## config.mk

```make
export PLATFORM = sky130hd
export DESIGN_NAME = lvds_serializer_tx
export DESIGN_NICKNAME = d
export VERILOG_FILES = /design/src/rtl/lvds_serializer_tx.sv
export SDC_FILE = /design/constraint.sdc
export NUM_CORES = 1
export LEC_CHECK = 0
export BUFFER_PORTS_ARGS = -buffer_cell sky130_fd_sc_hd__buf_2
export CORE_MARGIN = 3
export CORE_UTILIZATION = 40
export CTS_CLUSTER_SIZE = 20
export DETAILED_ROUTE_END_ITERATION = 6
export HOLD_SLACK_MARGIN = 0.06
export PLACE_DENSITY_LB_ADDON = 0.1
export SLEW_MARGIN = 30
export SYNTH_ARGS = -nofsm -noshare
export SYNTH_HDL_FRONTEND = slang
export SYNTH_SLANG_ARGS = --single-unit
```

## constraint.sdc

```tcl
create_clock -name clk -period 1.9 [get_ports clk]
set_clock_uncertainty 0.05 [all_clocks]
set_input_delay 0.57 -clock clk [delete_from_list [all_inputs] [get_ports clk]]
set_output_delay 0.57 -clock clk [all_outputs]
set_load 0.1 [all_outputs]
```

## src/rtl/lvds_serializer_tx.sv

```systemverilog
// Parallel-to-serial LVDS transmit path: one bit per clk, fixed-length slots that
// carry a training word, a data word from the valid/ready source, or an all-zero idle word.
module lvds_serializer_tx #(
  parameter int                    DATA_WIDTH    = 10,
  parameter logic [DATA_WIDTH-1:0] TRAIN_PATTERN = 10'h3F0,
  parameter bit                    MSB_FIRST     = 1'b1
) (
  input  logic                  clk,
  input  logic                  reset,
  input  logic                  train,
  input  logic [DATA_WIDTH-1:0] data_in,
  input  logic                  data_valid,
  output logic                  data_ready,
  output logic                  sout,
  output logic                  frame_start,
  output logic                  word_is_data,
  output logic [15:0]           tx_word_cnt
);

  localparam int            CW       = $clog2(DATA_WIDTH);
  localparam logic [CW-1:0] LAST_BIT = CW'(DATA_WIDTH - 1);

  typedef enum logic [1:0] {
    SLOT_IDLE,
    SLOT_TRAIN,
    SLOT_DATA
  } slot_t;

  slot_t                 slot_reg, slot_next;
  logic [CW-1:0]         bit_cnt_reg, bit_cnt_next;
  logic [DATA_WIDTH-1:0] shift_reg, shift_next;
  logic                  sout_reg, sout_next;
  logic                  frame_start_reg, frame_start_next;
  logic                  word_is_data_reg, word_is_data_next;
  logic [15:0]           tx_word_cnt_reg, tx_word_cnt_next;

  logic                  boundary;
  logic                  accept;
  logic [DATA_WIDTH-1:0] load_word;
  logic [DATA_WIDTH-1:0] load_rev;
  logic [DATA_WIDTH-1:0] load_ordered;
  logic [DATA_WIDTH-1:0] shift_src;

  assign boundary   = (bit_cnt_reg == LAST_BIT);
  assign data_ready = boundary && !train;
  assign accept     = data_ready && data_valid;

  // The shifter always emits its MSB first; LSB-first mode bit-reverses the word at load.
  genvar gi;
  generate
    for (gi = 0; gi < DATA_WIDTH; gi++) begin : g_rev
      assign load_rev[gi] = load_word[DATA_WIDTH-1-gi];
    end
  endgenerate

  assign load_ordered = MSB_FIRST ? load_word : load_rev;

  // Load-source selection at the slot boundary: training beats data beats idle.
  always_comb begin
    load_word = '0;
    slot_next = slot_reg;
    if (boundary) begin
      if (train) begin
        load_word = TRAIN_PATTERN;
        slot_next = SLOT_TRAIN;
      end else if (data_valid) begin
        load_word = data_in;
        slot_next = SLOT_DATA;
      end else begin
        slot_next = SLOT_IDLE;
      end
    end
  end

  always_comb begin
    shift_src         = boundary ? load_ordered : shift_reg;
    sout_next         = shift_src[DATA_WIDTH-1];
    shift_next        = shift_src << 1;
    bit_cnt_next      = boundary ? '0 : bit_cnt_reg + CW'(1);
    frame_start_next  = boundary;
    word_is_data_next = (slot_next == SLOT_DATA);
    tx_word_cnt_next  = accept ? tx_word_cnt_reg + 16'd1 : tx_word_cnt_reg;
  end

  // Counter resets to the last bit so the first cycle after release is a boundary.
  always_ff @(posedge clk or posedge reset) begin
    if (reset) begin
      slot_reg         <= SLOT_IDLE;
      bit_cnt_reg      <= LAST_BIT;
      shift_reg        <= '0;
      sout_reg         <= 1'b0;
      frame_start_reg  <= 1'b0;
      word_is_data_reg <= 1'b0;
      tx_word_cnt_reg  <= 16'd0;
    end else begin
      slot_reg         <= slot_next;
      bit_cnt_reg      <= bit_cnt_next;
      shift_reg        <= shift_next;
      sout_reg         <= sout_next;
      frame_start_reg  <= frame_start_next;
      word_is_data_reg <= word_is_data_next;
      tx_word_cnt_reg  <= tx_word_cnt_next;
    end
  end

  assign sout         = sout_reg;
  assign frame_start  = frame_start_reg;
  assign word_is_data = word_is_data_reg;
  assign tx_word_cnt  = tx_word_cnt_reg;

endmodule

```

==> results.json <==
{
  "outcome": "finished, final reports clean",
  "syn_area_per_cell_um2": 11.4,
  "finalWirelength_um": 2740,
  "drt_iter0_markers": 45,
  "portBuffers": 33,
  "maxCapViolCount": 0,
  "dr.pass1.iters": 4,
  "tightest_slew_ps": 492,
  "critPathArrivalTime_ps": 1270,
  "ir_worst_vdd_mv": 0.599,
  "syn_nets": 144,
  "initial_utilization_pct": 42.6,
  "yosysTopAreaCell": "dfrtp_1",
  "placed_area_um2": 1740,
  "required_ps": 1280,
  "antenna_left": 0,
  "die_y_um": 66.5,
  "grt_pass1_wl_um": 4890,
  "final_hold_viol_count": 0,
  "antenna_found_initial": 0,
  "rows": 21,
  "drc": 0,
  "synth_cells": 129,
  "post-route-cell-area_um2": 1880,
  "p_leak_nw": 0.905,
  "die-area_um2": 4430,
  "final_cell_mix": "32 x buf_2, 22 x dfrtp_1, 21 x nand2_1, 16 x xnor2_1, 10 x dfrtp_2",
  "slew_headroom_pct": 67.4,
  "ctsHoldBuffers": 0,
  "largest_register_ffs": 16,
  "yosysWarnings": 0,
  "wire_per_inst_um": 12.5,
  "hold_slack_ps": 312,
  "worstSkewPairLatency_ps": 280,
  "drive_gt1_share_pct": 39.1,
  "cp_max_fo": 2,
  "worstSetupPathType": "flop to output port",
  "slew_viol_final": 0,
  "grt_pass1_vias": 1071,
  "ys_types": 24,
  "dp_hpwl_um": 1940,
  "synth_area_leaders": "dfrtp_1 55%, xnor2_1 9.6%, nand2_1 5.4%",
  "clkTransAtPathRegs_ps": 70,
  "rsz0062_at_grt": "true",
  "layout_commonest_cell": "buf_2",
  "ios": 34,
  "cts_buffer_depth": 2,
  "vias": 1076,
  "via_per_inst": 4.89,
  "syn_to_final_growth_pct": 27.9,
  "gp_congestion": 0.706,
  "max_freq_ghz": 0.528,
  "htree_levels": 2,
  "crit_path_start_kind": "flop",
  "cts_buffers": 5,
  "timing.rr.start": "bit_cnt_reg[0]$_DFF_PP1_",
  "coreArea_um2": 3440,
  "fin_crit_ps": 1890,
  "cts_sinks": 34,
  "utilization_pct": 54.5,
  "synth-seq-cells": 34,
  "power_density_nw_per_um2": 840,
  "grt_max_degree": 35,
  "die_width_um": 66.5,
  "hold_path.class": "input port to asynchronous set/reset pin",
  "setup.worst_path.start": "bit_cnt_reg[0]$_DFF_PP1_",
  "cts_tree": "built",
  "synthDominantCellAreaShare_pct": 54.6,
  "final.period_utilization_pct": 99.6,
  "grt_overflow_total": 0,
  "syn_area_um2": 1470,
  "nets": 188,
  "track_usage_pct": 15.0,
  "seq_area_frac_synth_pct": 58.2,
  "crit_path_end_kind": "output port",
  "setup_violations": 0,
  "cts-root-buf": "clkbuf_8",
  "diodes": 0
}
## path summary, 6_finish.rpt
| check | endpoint | slack [ps] | depth (start not counted) |
|---|---|---|---|
| worst max-delay path | data_ready | 7 | 3 |
| worst max register to register | tx_word_cnt[4]$_DFFE_PP0P_ | 130 | 7 |
| max in group asynchronous | bit_cnt_reg[0]$_DFF_PP1_ | 1150 | 3 |
| worst min register to register | shift_reg[8]$_DFF_PP0_ | 410 | 2 |
| worst min-delay path | sout$_DFF_PP0_ | 310 | 3 |
| min in group clk | shift_reg[8]$_DFF_PP0_ | 410 | 2 |
## cell type report
cell class	instances	area, um^2
Multi-Input combinational cell	86	579
Timing Repair Buffer	42	248
Tap cell	46	57.6
Fill cell	311	1570
Sequential cell	34	866
Clock buffer	8	110
Inverter	4	15.0
## critical path: stages, from the launching register on
cell	delay, ps
dfstp_2	560
nand4bb_4	140
nor2_4	120
buf_12	180
## cells by family (layout without fill, tap and decap cells)
family | count (synthesis) | in the layout | share of synthesized area [%]
adders and majority gates | 1 | 1 | 0.853
muxes | 2 | 2 | 1.45
AOI/OAI and AO/OA | 19 | 19 | 7.51
xor gates and xnor gates | 16 | 16 | 9.56
buffers and inverters | 9 | 54 | 2.82
and+or+nand+nor | 48 | 48 | 19.6
DFF | 34 | 34 | 58.2
## timing repair
action	in CTS	in global routing
resized for setup	0	0
pin swaps	2	2
setup buffers	3	1
endpoints found under the setup margin	1	7
endpoints found under the hold margin	0	0
## report_power, final
part	total, W	switching, W	internal, W
Sequential	0.000755	0.0000132	0.000742
Combinational	0.000208	0.000159	0.0000493
Clock	0.000612	0.000246	0.000366
## per-layer routing
metal	track usage (%)	wire length, um	vias up
met3	6.75	163	2
met1	18.9	1230	524
met5	0	0	-
met2	22.3	1330	26
li1	-	-	524
met4	6.09	19	0
## Yosys cell counts
master	count
buf_4	1
and3_1	2
a21oi_1	7
o21ai_0	8
buf_2	3
inv_1	4
dfrtp_1	32
nand4bb_4	1
buf_1	1
a22o_1	4
mux2_2	1
mux2i_1	1
ha_1	1
nand4b_1	1
dfstp_2	2
nor2_1	3
nand2b_1	1
nand4_1	7
and2_1	4
or2_2	1
nor4_4	2
nand2_1	21
xnor2_1	16
nand3_1	5
## through the flow
stage	setup WS [ps]	power, W	std cells	setup TNS, ps
final	6.76	0.00158	220	0
after global routing	-64.8	0.00167	220	-64.8
after CTS	-16.5	0.00160	219	-16.5
after detailed placement	121	0.000979	208	0
after global placement	135	0.000975	208	0
after floorplan	-247	0.000925	129	-247
(Power assumes the default switching activity.)
